## src/rtl/muxn_stream_pkg.sv

```systemverilog
// Shared definitions for the muxn_stream block: mode encodings and the width helper.
package mux_pkg;

  localparam logic MODE_SELECT = 1'b0;
  localparam logic MODE_RR     = 1'b1;

  // Minimum of 1 bit so that the select/grant fields never collapse to zero width.
  function automatic int clog2(input int n);
    int r;
    r = 0;
    while ((1 << r) < n) r++;
    return (r < 1) ? 1 : r;
  endfunction

endpackage

```

## src/rtl/muxn_stream_rr_arbiter.sv

```systemverilog
// Combinational round-robin arbiter: grants the first requester after ptr, with wrap.
module rr_arbiter
  import mux_pkg::*;
#(
  parameter int CHANNELS = 4,
  localparam int SEL_W   = clog2(CHANNELS)
) (
  input  logic [CHANNELS-1:0] req,
  input  logic [SEL_W-1:0]    ptr,
  output logic                grant_valid,
  output logic [SEL_W-1:0]    grant_id
);

  int idx;

  // Walk from the farthest offset down so that the nearest requester after ptr wins.
  always_comb begin
    grant_valid = 1'b0;
    grant_id    = '0;
    idx         = 0;
    for (int i = CHANNELS; i >= 1; i--) begin
      idx = (int'(ptr) + i) % CHANNELS;
      if (req[SEL_W'(idx)]) begin
        grant_valid = 1'b1;
        grant_id    = SEL_W'(idx);
      end
    end
  end

endmodule

```

## src/rtl/muxn_stream.sv

```systemverilog
// N-channel registered stream multiplexer with valid/ready handshake.
// Define MUXN_STREAM_RR_EN to compile in the round-robin arbiter and honour the mode input.
module muxn_stream
  import mux_pkg::*;
#(
  parameter int WIDTH    = 5,
  parameter int CHANNELS = 4,
  parameter int SEL_W    = clog2(CHANNELS)
) (
  input  logic                      clk,
  input  logic                      rst_n,
  input  logic [CHANNELS*WIDTH-1:0] in_data,
  input  logic [CHANNELS-1:0]       in_valid,
  output logic [CHANNELS-1:0]       in_ready,
  input  logic [SEL_W-1:0]          sel,
  input  logic                      mode,
  output logic [WIDTH-1:0]          out_data,
  output logic                      out_valid,
  input  logic                      out_ready,
  output logic [SEL_W-1:0]          grant_id
);

  localparam logic [SEL_W:0] CH_LIMIT = (SEL_W+1)'(CHANNELS);

  logic             load;
  logic             rr_mode;
  logic             cand_valid;
  logic [SEL_W-1:0] cand;
  logic             xfer;
  logic [WIDTH-1:0] cand_data;

`ifdef MUXN_STREAM_RR_EN
  logic [SEL_W-1:0] ptr;
  logic             rr_valid;
  logic [SEL_W-1:0] rr_id;

  rr_arbiter #(.CHANNELS(CHANNELS)) u_arb (
    .req         (in_valid),
    .ptr         (ptr),
    .grant_valid (rr_valid),
    .grant_id    (rr_id)
  );

  assign rr_mode = (mode == MODE_RR);

  always_ff @(posedge clk) begin
    if (!rst_n)
      ptr <= SEL_W'(CHANNELS - 1);
    else if (xfer && rr_mode)
      ptr <= cand;
  end
`else
  logic unused_mode;
  logic             rr_valid;
  logic [SEL_W-1:0] rr_id;

  assign unused_mode = mode;
  assign rr_mode     = MODE_SELECT;
  assign rr_valid    = 1'b0;
  assign rr_id       = '0;
`endif

  assign load = !out_valid || out_ready;

  always_comb begin
    cand       = sel;
    cand_valid = ({1'b0, sel} < CH_LIMIT);
    if (rr_mode) begin
      cand       = rr_id;
      cand_valid = rr_valid;
    end
  end

  // in_ready does not look at in_valid in SELECT mode; the producer sees ready regardless.
  always_comb begin
    in_ready  = '0;
    cand_data = '0;
    for (int k = 0; k < CHANNELS; k++) begin
      if (cand == SEL_W'(k)) begin
        in_ready[k] = load && cand_valid;
        cand_data   = in_data[k*WIDTH +: WIDTH];
      end
    end
  end

  assign xfer = |(in_ready & in_valid);

  always_ff @(posedge clk) begin
    if (!rst_n) begin
      out_valid <= 1'b0;
      out_data  <= '0;
      grant_id  <= '0;
    end else if (load) begin
      if (xfer) begin
        out_valid <= 1'b1;
        out_data  <= cand_data;
        grant_id  <= cand;
      end else begin
        out_valid <= 1'b0;
      end
    end
  end

endmodule

```

## config.mk

```make
export PLATFORM = sky130hd
export DESIGN_NAME = muxn_stream
export DESIGN_NICKNAME = d
export VERILOG_FILES = /design/src/rtl/muxn_stream_pkg.sv /design/src/rtl/muxn_stream_rr_arbiter.sv /design/src/rtl/muxn_stream.sv
export SDC_FILE = /design/constraint.sdc
export NUM_CORES = 1
export LEC_CHECK = 0
export CAP_MARGIN = 20
export CORE_MARGIN = 5
export CORE_UTILIZATION = 33
export DETAILED_ROUTE_END_ITERATION = 10
export GPL_TIMING_DRIVEN = 0
export PLACE_DENSITY = 0.89
export RECOVER_POWER = 100
export SKIP_LAST_GASP = 1
export SYNTH_ARGS = -nofsm -noshare
export SYNTH_HDL_FRONTEND = slang
export SYNTH_SLANG_ARGS = --single-unit
```

## constraint.sdc

```tcl
create_clock -name clk -period 1.5 [get_ports clk]
set_input_delay 0.3 -clock clk [delete_from_list [all_inputs] [get_ports clk]]
set_output_delay 0.3 -clock clk [all_outputs]
set_load 0.005 [all_outputs]
```

==> run_summary.xml, run 1 <==
<?xml version="1.0" encoding="UTF-8"?>
<metrics>
  <group name="outcome">
    <metric name="status" unit="">finished, final reports clean</metric>
  </group>
  <group name="worst_setup_path">
    <metric name="cp-startpoint" unit="">in_valid[2]</metric>
    <metric name="timing.rr.start" unit="">out_valid</metric>
    <metric name="regToRegEndpoint" unit="">grant_id[0]</metric>
    <metric name="rr_worst_depth" unit="">4</metric>
    <metric name="timing.reg2reg.setup_slack" unit="ns">0.17</metric>
    <metric name="critPathKind" unit="">in -&gt; reg</metric>
    <metric name="worst-endpoint-required" unit="ns">1.63</metric>
    <metric name="crit_path_end_kind" unit="">flip-flop</metric>
    <metric name="worst_path_fanout_max" unit="">7</metric>
    <metric name="endpoint" unit="">grant_id[0]</metric>
    <metric name="worst_ep_arrival_time" unit="ns">1.59</metric>
    <metric name="critPathLaunchType" unit="">primary input</metric>
  </group>
  <group name="routing">
    <metric name="drt.antenna.violating_nets" unit="">0</metric>
    <metric name="drc_errors" unit="">0</metric>
    <metric name="first_iter_violations" unit="">2</metric>
    <metric name="drt-pass1-iter-count" unit="">2</metric>
    <metric name="routed-via-count" unit="">594</metric>
    <metric name="detail_route.wl_per_cell" unit="um">14.2</metric>
    <metric name="routed_wire_length" unit="um">1590</metric>
    <metric name="vias_per_cell" unit="">5.30</metric>
  </group>
  <group name="logic_synthesis">
    <metric name="synthFlopType" unit="">sky130_fd_sc_hd__dfxtp_1</metric>
    <metric name="synth_edf_count" unit="">0</metric>
    <metric name="synthMostInstantiatedCell" unit="">sky130_fd_sc_hd__dfxtp_1</metric>
    <metric name="mappedNetlistArea" unit="um2">559</metric>
    <metric name="synthesis.yosys.warnings" unit="">0</metric>
    <metric name="share_of_yosys_cell_area_claimed_by_the_top_area_cell_type" unit="%">28.6</metric>
    <metric name="yosys.area.top_type" unit="">sky130_fd_sc_hd__dfxtp_1</metric>
    <metric name="synthArstFlopShare" unit="%">0</metric>
    <metric name="synth_commonest_cells" unit="">sky130_fd_sc_hd__dfxtp_1 (8), sky130_fd_sc_hd__a21oi_1 (6), sky130_fd_sc_hd__nand3_1 (6), sky130_fd_sc_hd__o21ai_1 (6), sky130_fd_sc_hd__mux4_1 (4)</metric>
    <metric name="post_synth.cell_area_avg" unit="um2">10.8</metric>
    <metric name="mappedNetlistNets" unit="">82</metric>
    <metric name="synthesis.instances" unit="">52</metric>
    <metric name="synth.yosys.seq_area_share" unit="%">28.6</metric>
    <metric name="synth.distinct_cells" unit="">22</metric>
    <metric name="synth.area.top_cells" unit="">sky130_fd_sc_hd__dfxtp_1 (29%), sky130_fd_sc_hd__mux4_1 (19%), sky130_fd_sc_hd__buf_6 (6.0%), sky130_fd_sc_hd__a21oi_1 (5.4%), sky130_fd_sc_hd__nand3_1 (5.4%)</metric>
    <metric name="postSynthRegisterBits" unit="">8</metric>
  </group>
  <group name="sta">
    <metric name="drv_slew" unit="">0</metric>
    <metric name="worst_margin_pin_slew" unit="ns">0.417</metric>
    <metric name="rsz0062_at_grt" unit="">no</metric>
    <metric name="finalSetupViolations" unit="">0</metric>
    <metric name="totalNegativeSetupSlack" unit="ns">0</metric>
    <metric name="max_freq" unit="MHz">685</metric>
    <metric name="hold_viol_final" unit="">0</metric>
    <metric name="finalCriticalPeriod" unit="ns">1.46</metric>
    <metric name="fin_worst_skew" unit="ns">0.00207</metric>
    <metric name="timing.final.crit_share" unit="%">97.4</metric>
    <metric name="timing.final.ws_setup" unit="ns">0.0395</metric>
    <metric name="slew-limit-headroom" unit="%">72.1</metric>
    <metric name="final.hold.worst_slack" unit="ns">0.459</metric>
  </group>
  <group name="grt">
    <metric name="grt_pass1_vias" unit="">587</metric>
    <metric name="globalRoute.totalOverflow" unit="">0</metric>
    <metric name="grt_antenna_before_repair" unit="">0</metric>
    <metric name="grt_pass1_wl" unit="um">2440</metric>
    <metric name="global_route.usage.total" unit="%">12.8</metric>
    <metric name="grt_start_max_net_pins" unit="">11</metric>
  </group>
  <group name="power">
    <metric name="p_int" unit="mW">0.478</metric>
    <metric name="seqPwrFrac" unit="%">37.6</metric>
    <metric name="power.static_leakage" unit="nW">0.400</metric>
    <metric name="switching_share" unit="%">25.8</metric>
    <metric name="pwr-share-comb" unit="%">36.3</metric>
    <metric name="irDropWorstVdd" unit="mV">0.292</metric>
    <metric name="p_clk_share" unit="%">26.1</metric>
    <metric name="power.switching" unit="mW">0.166</metric>
    <metric name="power.density" unit="nW/um2">647</metric>
  </group>
  <group name="clocking">
    <metric name="clkLatencyLatePin" unit="ns">0.26</metric>
    <metric name="holdBufCountCts" unit="">0</metric>
    <metric name="clkSlewWorstSetupHoldPaths" unit="ns">0.05</metric>
    <metric name="cts-buffers-inserted" unit="">3</metric>
    <metric name="tritoncts" unit="">yes</metric>
    <metric name="clock_tree.root_cell" unit="">sky130_fd_sc_hd__clkbuf_4</metric>
    <metric name="cts_max_path_buffers" unit="">2</metric>
    <metric name="cts.sinks" unit="">8</metric>
    <metric name="ctsHtreeMaxLevel" unit="">1</metric>
  </group>
  <group name="placed_design">
    <metric name="place_ws" unit="ns">-0.536</metric>
    <metric name="hpwlAfterDp" unit="um">1290</metric>
    <metric name="port_buffers" unit="">40</metric>
    <metric name="place_congestion" unit="">0.689</metric>
    <metric name="dp_cells" unit="">108</metric>
  </group>
  <group name="die">
    <metric name="die_h" unit="um">51.2</metric>
    <metric name="design.core.area" unit="um2">1560</metric>
    <metric name="die_x" unit="um">51.2</metric>
    <metric name="design.portCount" unit="">42</metric>
    <metric name="start_util" unit="%">35.9</metric>
    <metric name="std_cell_rows" unit="">14</metric>
    <metric name="die_area" unit="um2">2620</metric>
  </group>
  <group name="final_layout">
    <metric name="fin_cells" unit="">112</metric>
    <metric name="fin_util" unit="%">63.9</metric>
    <metric name="layout-area-overhead-vs-synth" unit="%">78.1</metric>
    <metric name="antenna_cells" unit="">0</metric>
    <metric name="nNetsFinal" unit="">128</metric>
    <metric name="fraction_of_layout_cells_with_a_size_suffix_above_1" unit="%">18.8</metric>
  </group>
  <group name="worst_hold_path">
    <metric name="worstHoldStart" unit="">out_data[4]</metric>
    <metric name="min-delay-path-class" unit="">reg -&gt; reg</metric>
  </group>
  <group name="run">
    <metric name="cap_viol_max_count" unit="">0</metric>
  </group>
</metrics>
-- area by class of cell --
class                      instances  area (um2)
buffer                             4        47.5
clock buffer                       3        22.5
fill                             127         563
inverter                           1        3.75
multi-input combinational         39         360
sequential                         8         161
tap                               16        20.0
timing repair buffer              41         380
-- how the worst min path moves through the flow --
stage | to | slack, ns | cells after the start
detailed placement | out_data[0] | 0.46 | 2
global placement | grant_id[0] | 0.45 | 2
global route | out_data[4] | 0.47 | 2
floorplan | grant_id[0] | 0.46 | 2
CTS | out_data[0] | 0.47 | 2
finish | out_data[4] | 0.46 | 2
-- layout by cell type (no fill, tap or decap), types with 2 or more instances in the layout --
cell type	netlist	routed
sky130_fd_sc_hd__clkdlybuf4s50_1	0	30
sky130_fd_sc_hd__dlygate4sd3_1	0	3
sky130_fd_sc_hd__buf_6	3	3
sky130_fd_sc_hd__a21oi_1	6	6
sky130_fd_sc_hd__o21ai_1	6	4
sky130_fd_sc_hd__clkbuf_1	0	3
sky130_fd_sc_hd__clkbuf_4	0	3
sky130_fd_sc_hd__dlygate4sd2_1	0	3
sky130_fd_sc_hd__dfxtp_1	8	7
sky130_fd_sc_hd__nor2_1	2	2
sky130_fd_sc_hd__nor3_2	1	2
sky130_fd_sc_hd__and3_1	2	2
sky130_fd_sc_hd__o21ai_0	0	2
sky130_fd_sc_hd__nand3_1	6	6
sky130_fd_sc_hd__mux4_1	4	4
-- worst max-delay path, cell delays in order --
cell and delay (ns):
sky130_fd_sc_hd__clkdlybuf4s50_1 0.40, sky130_fd_sc_hd__mux2_4 0.28, sky130_fd_sc_hd__and3_1 0.19, sky130_fd_sc_hd__buf_6 0.13, sky130_fd_sc_hd__o21ai_0 0.19, sky130_fd_sc_hd__a21oi_1 0.10
-- per-layer routing --
layer	part of all wire, %	vias to the layer above	global-route usage [%]
li1	-	291	-
met3	14	6	4.94
met5	0	-	0
met4	4.5	0	14.3
met1	37	258	11.3
met2	44	39	21.0
-- stage by stage --
stage               power (mW)  cell area [um2]
floorplan                0.351              559
global placement         0.481              980
detailed placement       0.488              980
CTS                      0.649              998
global route             0.666              996
finish                   0.644              996
-- sequential cells by signal (all words and copies together), names as in the netlist --
signal     cells
out_data       5
grant_id       2
out_valid      1
-- logic make-up (layout without fill, tap and decap cells) --
kind of cell           count (synthesis)  in the layout  synth area share, %
multiplexers                           7              7                 27.3
buffers and inverters                  5             49                 9.17
flip-flops                             8              8                 28.6
AO/OA/AOI/OAI                         13             13                 14.5
AND/OR/NAND/NOR                       19             19                 20.4
-- power by group through the flow --
stage | Sequential, mW | Combinational (mW) | Clock [mW]
6_report | 0.242 | 0.234 | 0.168
3_5_place_dp | 0.245 | 0.243 | 0
3_3_place_gp | 0.245 | 0.237 | 0
4_1_cts | 0.242 | 0.241 | 0.167
5_1_grt | 0.244 | 0.250 | 0.171
2_1_floorplan | 0.246 | 0.105 | 0
-- what timing repair did --
action                     in CTS  in global routing
setup endpoints to repair      11                  1
pin swaps                       1                  0
resized for setup              22                  1
buffers inserted                1                  0
Note: power is estimated with default switching activity, not from simulation.
==> run 2, diff against run 1 <==
--- a/config.mk
+++ b/config.mk
@@ -6,11 +6,10 @@
 export NUM_CORES = 1
 export LEC_CHECK = 0
 export CAP_MARGIN = 20
-export CORE_MARGIN = 5
-export CORE_UTILIZATION = 33
+export CORE_UTILIZATION = 35
 export DETAILED_ROUTE_END_ITERATION = 10
 export GPL_TIMING_DRIVEN = 0
-export PLACE_DENSITY = 0.89
+export PLACE_DENSITY = 0.93
 export RECOVER_POWER = 100
 export SKIP_LAST_GASP = 1
 export SYNTH_ARGS = -nofsm -noshare
==> constraint.sdc (replaced) <==
create_clock -name clk -period 1.7 [get_ports clk]
set_input_delay 0.34 -clock clk [delete_from_list [all_inputs] [get_ports clk]]
set_output_delay 0.34 -clock clk [all_outputs]
set_load 0.005 [all_outputs]
==> run_summary.xml, run 2 (same netlist as run 1, synthesis figures left out) <==
<?xml version="1.0" encoding="UTF-8"?>
<metrics>
  <group name="final_layout">
    <metric name="largest_registers" unit="">out_data x5, grant_id x2, out_valid x1</metric>
    <metric name="fraction_of_layout_cells_with_a_size_suffix_above_1" unit="%">16.7</metric>
    <metric name="final_common_cell" unit="">sky130_fd_sc_hd__clkdlybuf4s50_1</metric>
    <metric name="largest-register" unit="">out_data</metric>
    <metric name="final_cell_mix" unit="">sky130_fd_sc_hd__clkdlybuf4s50_1 (25), sky130_fd_sc_hd__dfxtp_1 (8), sky130_fd_sc_hd__dlygate4sd3_1 (8), sky130_fd_sc_hd__nand3_1 (6), sky130_fd_sc_hd__a21oi_1 (6)</metric>
    <metric name="largest_register_ff_count" unit="">5</metric>
    <metric name="n_fill_cell" unit="">123</metric>
    <metric name="layout-area-overhead-vs-synth" unit="%">75.8</metric>
    <metric name="antenna_cells" unit="">0</metric>
    <metric name="design_area" unit="um2">983</metric>
    <metric name="nNetsFinal" unit="">128</metric>
  </group>
  <group name="grt">
    <metric name="grt_antenna_before_repair" unit="">0</metric>
    <metric name="globalRoute.totalOverflow" unit="">0</metric>
    <metric name="grt_pass1_wl" unit="um">2150</metric>
    <metric name="grt_pass1_vias" unit="">551</metric>
    <metric name="global_route.usage.total" unit="%">16.0</metric>
    <metric name="grt_start_max_net_pins" unit="">11</metric>
  </group>
  <group name="worst_setup_path">
    <metric name="rr_worst_depth" unit="">5</metric>
    <metric name="cp_cell_sequence" unit="">dlygate4sd3_1</metric>
    <metric name="worst_ep_arrival_time" unit="ns">1.22</metric>
    <metric name="timing.reg2reg.setup_slack" unit="ns">0.31</metric>
    <metric name="timing.rr.start" unit="">out_valid</metric>
    <metric name="endpoint" unit="">out_valid</metric>
    <metric name="worst-endpoint-required" unit="ns">1.36</metric>
    <metric name="regToRegEndpoint" unit="">out_data[0]</metric>
    <metric name="critPathBufInv" unit="">1</metric>
    <metric name="critical_path_depth" unit="">1</metric>
    <metric name="worst_path_fanout_max" unit="">3</metric>
    <metric name="crit_path_end_kind" unit="">primary output</metric>
    <metric name="critical_path.slowest_cell" unit="">sky130_fd_sc_hd__dlygate4sd3_1</metric>
    <metric name="critPathLaunchType" unit="">flip-flop</metric>
    <metric name="critPathKind" unit="">reg -&gt; out</metric>
    <metric name="crit_family" unit="">buffers and inverters</metric>
    <metric name="cp-startpoint" unit="">out_valid</metric>
    <metric name="worst_path_largest_cell_delay" unit="ns">0.59</metric>
  </group>
  <group name="sta">
    <metric name="worst_margin_pin_slew" unit="ns">0.395</metric>
    <metric name="finalSetupViolations" unit="">0</metric>
    <metric name="fin_worst_skew" unit="ns">0.000134</metric>
    <metric name="max_freq" unit="MHz">641</metric>
    <metric name="rsz0062_at_grt" unit="">no</metric>
    <metric name="slew-limit-headroom" unit="%">73.5</metric>
    <metric name="timing.final.crit_share" unit="%">91.8</metric>
    <metric name="hold_viol_final" unit="">0</metric>
    <metric name="drv_slew" unit="">0</metric>
    <metric name="finalCriticalPeriod" unit="ns">1.56</metric>
  </group>
  <group name="clocking">
    <metric name="ctsHtreeMaxLevel" unit="">1</metric>
    <metric name="clkLatencyLatePin" unit="ns">0.25</metric>
    <metric name="clkSlewWorstSetupHoldPaths" unit="ns">0.05</metric>
    <metric name="cts.sinks" unit="">8</metric>
    <metric name="cts-buffers-inserted" unit="">3</metric>
    <metric name="clock_tree.root_cell" unit="">sky130_fd_sc_hd__clkbuf_4</metric>
    <metric name="cts_max_path_buffers" unit="">2</metric>
    <metric name="tritoncts" unit="">yes</metric>
  </group>
  <group name="routing">
    <metric name="routed-via-count" unit="">589</metric>
    <metric name="detail_route.wl_per_cell" unit="um">11.2</metric>
    <metric name="drc_errors" unit="">0</metric>
    <metric name="drt.antenna.violating_nets" unit="">0</metric>
    <metric name="vias_per_cell" unit="">5.26</metric>
    <metric name="first_iter_violations" unit="">8</metric>
    <metric name="drt-pass1-iter-count" unit="">4</metric>
    <metric name="routed_wire_length" unit="um">1250</metric>
  </group>
  <group name="die">
    <metric name="die_h" unit="um">42.0</metric>
    <metric name="die_x" unit="um">42.0</metric>
    <metric name="design.core.area" unit="um2">1510</metric>
    <metric name="die_area" unit="um2">1760</metric>
    <metric name="start_util" unit="%">37.1</metric>
    <metric name="std_cell_rows" unit="">14</metric>
    <metric name="design.portCount" unit="">42</metric>
  </group>
  <group name="power">
    <metric name="total_power_of_the_final_layout" unit="mW">0.549</metric>
    <metric name="p_int" unit="mW">0.413</metric>
    <metric name="seqPwrFrac" unit="%">38.8</metric>
    <metric name="pwr-share-comb" unit="%">35.5</metric>
    <metric name="power.switching" unit="mW">0.136</metric>
    <metric name="power.density" unit="nW/um2">558</metric>
    <metric name="power.static_leakage" unit="nW">0.413</metric>
    <metric name="p_clk_share" unit="%">25.7</metric>
    <metric name="irDropWorstVdd" unit="mV">0.249</metric>
    <metric name="switching_share" unit="%">24.7</metric>
  </group>
  <group name="outcome">
    <metric name="status" unit="">finished, final reports clean</metric>
  </group>
  <group name="placed_design">
    <metric name="place_congestion" unit="">0.746</metric>
    <metric name="port_buffers" unit="">40</metric>
    <metric name="placed_cell_area" unit="um2">980</metric>
    <metric name="hpwlAfterDp" unit="um">1060</metric>
  </group>
  <group name="run">
    <metric name="cap_viol_max_count" unit="">0</metric>
  </group>
  <group name="worst_hold_path">
    <metric name="min-delay-path-class" unit="">reg -&gt; reg</metric>
  </group>
</metrics>
run 2: final cells by class:
| type | instances | area, um2 | share of cell area [%] |
|---|---|---|---|
| Buffer | 4 | 31.3 | 3.18 |
| Clock buffer | 3 | 22.5 | 2.29 |
| Inverter | 1 | 3.75 | 0.382 |
| Multi-Input combinational cell | 39 | 357 | 36.3 |
| Sequential cell | 8 | 160 | 16.3 |
| Tap cell | 16 | 20.0 | 2.04 |
| Timing Repair Buffer | 41 | 389 | 39.6 |
run 2: how the worst min path moves through the flow:
stage | from | end | slack, ns | cells past startpoint
floorplan | grant_id[0] | grant_id[0] | 0.46 | 2
global placement | grant_id[0] | grant_id[0] | 0.45 | 2
detailed placement | out_data[1] | out_data[1] | 0.46 | 2
CTS | out_data[1] | out_data[1] | 0.47 | 2
global route | grant_id[0] | grant_id[0] | 0.49 | 2
finish | grant_id[0] | grant_id[0] | 0.46 | 2
run 2: power by group through the flow:
stage               logic (mW)  registers, mW  clock network, mW
global placement         0.207          0.216                  0
global route             0.211          0.215              0.149
detailed placement       0.211          0.216                  0
CTS                      0.211          0.214              0.146
floorplan               0.0923          0.217                  0
finish                   0.195          0.213              0.141
run 2: worst register-to-register path: cells and delay by family, from the launching register on:
family	cells	cell delay [ns]
AOI/OAI and AO/OA	1	0.06
buffers and inverters	1	0.20
DFF	1	0.34
and+or+nand+nor	3	0.67
run 2: metrics by stage:
step / setup slack, ns / utilization (%) / hold slack, ns / std cells / TNS [ns]
finish: 0.139 / 65.3 / 0.463 / 112 / 0
CTS: -0.0802 / 66.8 / 0.468 / 112 / -0.0802
detailed placement: -0.429 / 65.0 / 0.460 / 108 / -2.91
floorplan: 0.447 / - / 0.460 / 52 / 0
global route: 0.0889 / 65.3 / 0.486 / 112 / 0
global placement: -0.397 / 65.0 / 0.455 / 108 / -2.63
run 2: what timing repair did:
action	in CTS	in global routing
buffers inserted	1	0
resized for setup	15	6
endpoints found under the setup margin	4	4
hold buffers	0	0
run 2: layer usage:
layer  up-vias  track usage [%]  share of wire (%)
met5         -                0                  0
li1        291                -                  -
met1       254             19.7                 42
met4         0             11.6                1.8
met3         3             1.29                 10
met2        41             26.3                 46
==> run 3, diff against run 2 <==
--- a/config.mk
+++ b/config.mk
@@ -6,6 +6,7 @@
 export NUM_CORES = 1
 export LEC_CHECK = 0
 export CAP_MARGIN = 20
+export CORE_MARGIN = 2
 export CORE_UTILIZATION = 35
 export DETAILED_ROUTE_END_ITERATION = 10
 export GPL_TIMING_DRIVEN = 0
==> run_summary.xml, run 3 (same netlist as run 1, synthesis figures left out) <==
<?xml version="1.0" encoding="UTF-8"?>
<metrics>
  <group name="power">
    <metric name="power.static_leakage" unit="nW">0.434</metric>
    <metric name="power.density" unit="nW/um2">557</metric>
    <metric name="irDropWorstVdd" unit="mV">0.294</metric>
  </group>
  <group name="die">
    <metric name="die_area" unit="um2">1930</metric>
    <metric name="design.core.area" unit="um2">1510</metric>
    <metric name="die_x" unit="um">44.0</metric>
    <metric name="start_util" unit="%">37.1</metric>
    <metric name="design.portCount" unit="">42</metric>
    <metric name="std_cell_rows" unit="">14</metric>
    <metric name="die_h" unit="um">44.0</metric>
  </group>
  <group name="routing">
    <metric name="detail_route.wl_per_cell" unit="um">13.3</metric>
    <metric name="wl_met3" unit="um">149</metric>
    <metric name="first_iter_violations" unit="">3</metric>
    <metric name="routed_wire_length" unit="um">1520</metric>
    <metric name="drt.antenna.violating_nets" unit="">0</metric>
    <metric name="drt-pass1-iter-count" unit="">4</metric>
    <metric name="met2RoutedLength" unit="um">765</metric>
    <metric name="routed-via-count" unit="">611</metric>
    <metric name="drc_errors" unit="">0</metric>
    <metric name="vias_per_cell" unit="">5.36</metric>
    <metric name="topRoutingLayerUsed" unit="">met4</metric>
    <metric name="wirelength_met1" unit="um">531</metric>
  </group>
  <group name="worst_setup_path">
    <metric name="cp_cell_sequence" unit="">dlygate4sd3_1</metric>
    <metric name="critical_path.slowest_cell" unit="">sky130_fd_sc_hd__dlygate4sd3_1</metric>
    <metric name="critPathKind" unit="">reg -&gt; out</metric>
    <metric name="endpoint" unit="">out_valid</metric>
    <metric name="timing.reg2reg.setup_slack" unit="ns">0.30</metric>
    <metric name="timing.rr.start" unit="">out_valid</metric>
    <metric name="crit_path_end_kind" unit="">primary output</metric>
    <metric name="rr_worst_depth" unit="">7</metric>
    <metric name="critPathLaunchType" unit="">flip-flop</metric>
    <metric name="crit_family" unit="">buffers and inverters</metric>
    <metric name="regToRegEndpoint" unit="">out_data[0]</metric>
    <metric name="worst_path_largest_cell_delay" unit="ns">0.59</metric>
    <metric name="critPathBufInv" unit="">1</metric>
    <metric name="cp-startpoint" unit="">out_valid</metric>
    <metric name="worst_ep_arrival_time" unit="ns">1.24</metric>
    <metric name="critical_path_depth" unit="">1</metric>
    <metric name="worst-endpoint-required" unit="ns">1.36</metric>
    <metric name="worst_path_fanout_max" unit="">3</metric>
  </group>
  <group name="sta">
    <metric name="timing.final.crit_share" unit="%">92.9</metric>
    <metric name="drv_slew" unit="">0</metric>
    <metric name="max_freq" unit="MHz">633</metric>
    <metric name="finalCriticalPeriod" unit="ns">1.58</metric>
    <metric name="worst_margin_pin_slew" unit="ns">0.327</metric>
    <metric name="fin_worst_skew" unit="ns">0.00391</metric>
    <metric name="rsz0062_at_grt" unit="">no</metric>
    <metric name="slew-limit-headroom" unit="%">78.1</metric>
    <metric name="finalSetupViolations" unit="">0</metric>
    <metric name="hold_viol_final" unit="">0</metric>
  </group>
  <group name="clocking">
    <metric name="ctsHtreeMaxLevel" unit="">1</metric>
    <metric name="cts.sinks" unit="">8</metric>
    <metric name="tritoncts" unit="">yes</metric>
    <metric name="cts_max_path_buffers" unit="">2</metric>
    <metric name="clock_tree.root_cell" unit="">sky130_fd_sc_hd__clkbuf_4</metric>
    <metric name="cts-buffers-inserted" unit="">3</metric>
    <metric name="clkLatencyLatePin" unit="ns">0.26</metric>
    <metric name="clkSlewWorstSetupHoldPaths" unit="ns">0.05</metric>
    <metric name="holdBufCountCts" unit="">0</metric>
  </group>
  <group name="final_layout">
    <metric name="layout-area-overhead-vs-synth" unit="%">82.3</metric>
    <metric name="nNetsFinal" unit="">130</metric>
    <metric name="design_area" unit="um2">1020</metric>
    <metric name="largest_register_ff_count" unit="">5</metric>
    <metric name="largest_registers" unit="">out_data x5, grant_id x2, out_valid x1</metric>
    <metric name="final_common_cell" unit="">sky130_fd_sc_hd__clkdlybuf4s50_1</metric>
    <metric name="n_fill_cell" unit="">116</metric>
    <metric name="fin_util" unit="%">67.7</metric>
    <metric name="fin_cells" unit="">114</metric>
    <metric name="final_cell_mix" unit="">sky130_fd_sc_hd__clkdlybuf4s50_1 (25), sky130_fd_sc_hd__dfxtp_1 (8), sky130_fd_sc_hd__dlygate4sd3_1 (8)</metric>
    <metric name="fraction_of_layout_cells_with_a_size_suffix_above_1" unit="%">19.4</metric>
    <metric name="antenna_cells" unit="">0</metric>
    <metric name="largest-register" unit="">out_data</metric>
  </group>
  <group name="grt">
    <metric name="globalRoute.totalOverflow" unit="">0</metric>
    <metric name="grt_start_max_net_pins" unit="">11</metric>
    <metric name="global_route.usage.total" unit="%">17.3</metric>
    <metric name="grt_antenna_before_repair" unit="">0</metric>
    <metric name="grt_pass1_vias" unit="">554</metric>
    <metric name="grt_pass1_wl" unit="um">2300</metric>
  </group>
  <group name="outcome">
    <metric name="status" unit="">finished, final reports clean</metric>
  </group>
  <group name="worst_hold_path">
    <metric name="min-delay-path-class" unit="">reg -&gt; reg</metric>
  </group>
  <group name="placed_design">
    <metric name="hpwlAfterDp" unit="um">1220</metric>
    <metric name="placed_cell_area" unit="um2">980</metric>
    <metric name="dp_cells" unit="">108</metric>
    <metric name="place_congestion" unit="">0.717</metric>
    <metric name="port_buffers" unit="">40</metric>
  </group>
  <group name="run">
    <metric name="cap_viol_max_count" unit="">0</metric>
  </group>
</metrics>
## run 3: cell count changes in the layout (fill, tap and decap cells not counted), sizes merged
cell / before / now
clkbuf: 9 / 6
dlygate4sd2: 2 / 3
buf: 3 / 7
## run 3: area by class of cell
cell class,instances,area [um2],share of cell area [%]
repair buffers,43,409,40.1
multi-input cells,39,357,35.0
flip-flops and latches,8,160,15.7
plain buffers,4,47.5,4.66
clock buffers,3,22.5,2.21
well taps,16,20.0,1.96
inverters,1,3.75,0.368
## run 3: metrics by stage
stage / setup TNS [ns] / setup slack [ns] / power [mW] / hold WS [ns]
global placement: -2.65 / -0.403 / 0.423 / 0.455
global route: 0 / 0.0660 / 0.600 / 0.483
floorplan: 0 / 0.447 / 0.309 / 0.460
CTS: -0.100 / -0.0753 / 0.583 / 0.470
finish: 0 / 0.120 / 0.568 / 0.463
detailed placement: -2.93 / -0.466 / 0.430 / 0.462
## run 3: routing by layer
layer  vias up  track usage, %
met4         0            16.4
li1        293               -
met1       272            17.8
met2        39            27.6
met3         7            5.00
met5         -               0
## run 3: worst min-delay path by stage
stage                start     endpoint  slack [ns]  cells after the start
4_1_cts        out_data[2]  out_data[2]        0.47                      2
3_3_place_gp   out_data[0]  out_data[0]        0.45                      2
6_report       out_data[2]  out_data[2]        0.46                      2
3_5_place_dp   out_data[2]  out_data[2]        0.46                      2
5_1_grt        grant_id[0]  grant_id[0]        0.48                      2
2_1_floorplan  grant_id[0]  grant_id[0]        0.46                      2
## run 3: repair_timing
item / in CTS / in global routing
resized for setup: 15 / 5
pin swaps: 1 / 1
buffers inserted: 1 / 2
endpoints found under the setup margin: 4 / 4
## run 3: power breakdown
part | internal [mW] | leakage, nW | switching, mW
sequential | 0.204 | 0.0659 | 0.00878
clock | 0.0810 | 0.0138 | 0.0685
combinational | 0.136 | 0.355 | 0.0699
==> variant, RTL diff (config.mk and constraints of run 1) <==
Build with the macro `MUXN_STREAM_RR_EN` defined.
--- a/src/rtl/muxn_stream.sv
+++ b/src/rtl/muxn_stream.sv
@@ -1,5 +1,7 @@
 // N-channel registered stream multiplexer with valid/ready handshake.
 // Define MUXN_STREAM_RR_EN to compile in the round-robin arbiter and honour the mode input.
+`define MUXN_STREAM_RR_EN
+
 module muxn_stream
   import mux_pkg::*;
 #(
Function: changed (a bounded check fails within 4 cycles, from zero or initial values and one cycle with rst_n low).
==> variant against run 1 <==
  * Area after synthesis grew 120%
  * Sequential cell count is 2 higher
  * The run now ends with negative setup slack left
  * Core utilization down 7.5 points
  * Design area up 110%
  * Total power rose by 140%
  * Sequential share of layout area decreased by 6.3 points
  * Largest power group is now combinational logic
  * Wire length grew to 2.6 times the old value
  * Synthesized cell count rose to 2.8 times the old value
  * Global-route usage rose by 2.6 points
  * Worst setup slack got worse by 0.51 ns
==> variant: results <==
[global_routing]
grt_usage = 0.154
grt_use_met2 = 0.286
grt_pass1_vias = 1349
gr-usage-met1 = 0.182

[outcome]
failed_checks = negative setup slack
outcome = finished, violations left

[power_and_ir_drop]
power_density_mw_per_mm2 = 742
comb_cell_power_uw = 843
p_clk_uw = 357
vdd.ir_drop.worst_v = 0.000296
swShare = 0.359

[synthesis]
synth_cell_types = 48
syn-num-nets = 173
seq_area_frac_synth = 0.160
synthTopCellsByArea = dfxtp_1, mux2i_1, a221oi_1
syn_inst = 143

[finish]
inverters_excl_clock = 7
top_regs = out_data (5), grant_id (2), ptr (2)
finalNonFillerCells = 248
buf_share = 0.296
buffers = 66
clockBufferCount = 4
clk_share = 0.0267
multi_input_gates = 113
fill_cells = 298

[placement]
io_buffers = 36
place.gp.congestion = 0.807
dpl-instance-area_mm2 = 0.00176

[routing]
routed_wl_um = 4160
dr_wl_met3_um = 192
detail_route.wirelength.met1_um = 1690
drt_pass1_iterations = 4
drt_iter0_markers = 55
num_vias = 1409
wl_met2_um = 2220

[cts]
cts.sinks = 10
cts_root_buf = clkbuf_8
cts_resized = 39
cts_setup_buffers = 15

[floorplanning]
taps = 48

[sta]
relSlewSlack = 0.703
setup_viol_count_final = 14
worst_slack_ns = -0.474

[worst_setup_path]
critPathSlowestCell = dfxtp_4
worstPathArrival_ns = 2.12

[hold_path]
hold_class = in2reg
[variant: cell types whose count changed after synthesis, sizes merged, moves of 6 or more]
cell,change
nor2,+17
a221oi,+10
mux2i,+10
buf,+6
inv,+6
nand2b,+6
[variant: final timing paths]
check / startpoint / endpoint / slack [ns] / depth (start not counted)
worst max-delay path: ptr[1] / out_data[2] / -0.47 / 8
worst min-delay path: rst_n / ptr[1] / 0.41 / 2
worst max register to register: ptr[1] / out_data[2] / -0.47 / 8
worst min register to register: grant_id[0] / grant_id[0] / 0.48 / 2
[variant: logic make-up (layout without fill, tap and decap cells)]
kind of cell | after synthesis | after routing | share of synthesized area
mux | 16 | 16 | 0.133
flops | 10 | 10 | 0.160
simple gates | 51 | 51 | 0.233
buf+inv | 20 | 77 | 0.0988
compound gates | 46 | 46 | 0.376
[variant: worst max-delay path, delay by kind of cell (launching register included)]
family / cells / cell delay [ns]
and+or+nand+nor: 2 / 0.18
buffers and inverters: 3 / 0.53
DFF: 1 / 0.41
AOI/OAI and AO/OA: 3 / 0.74
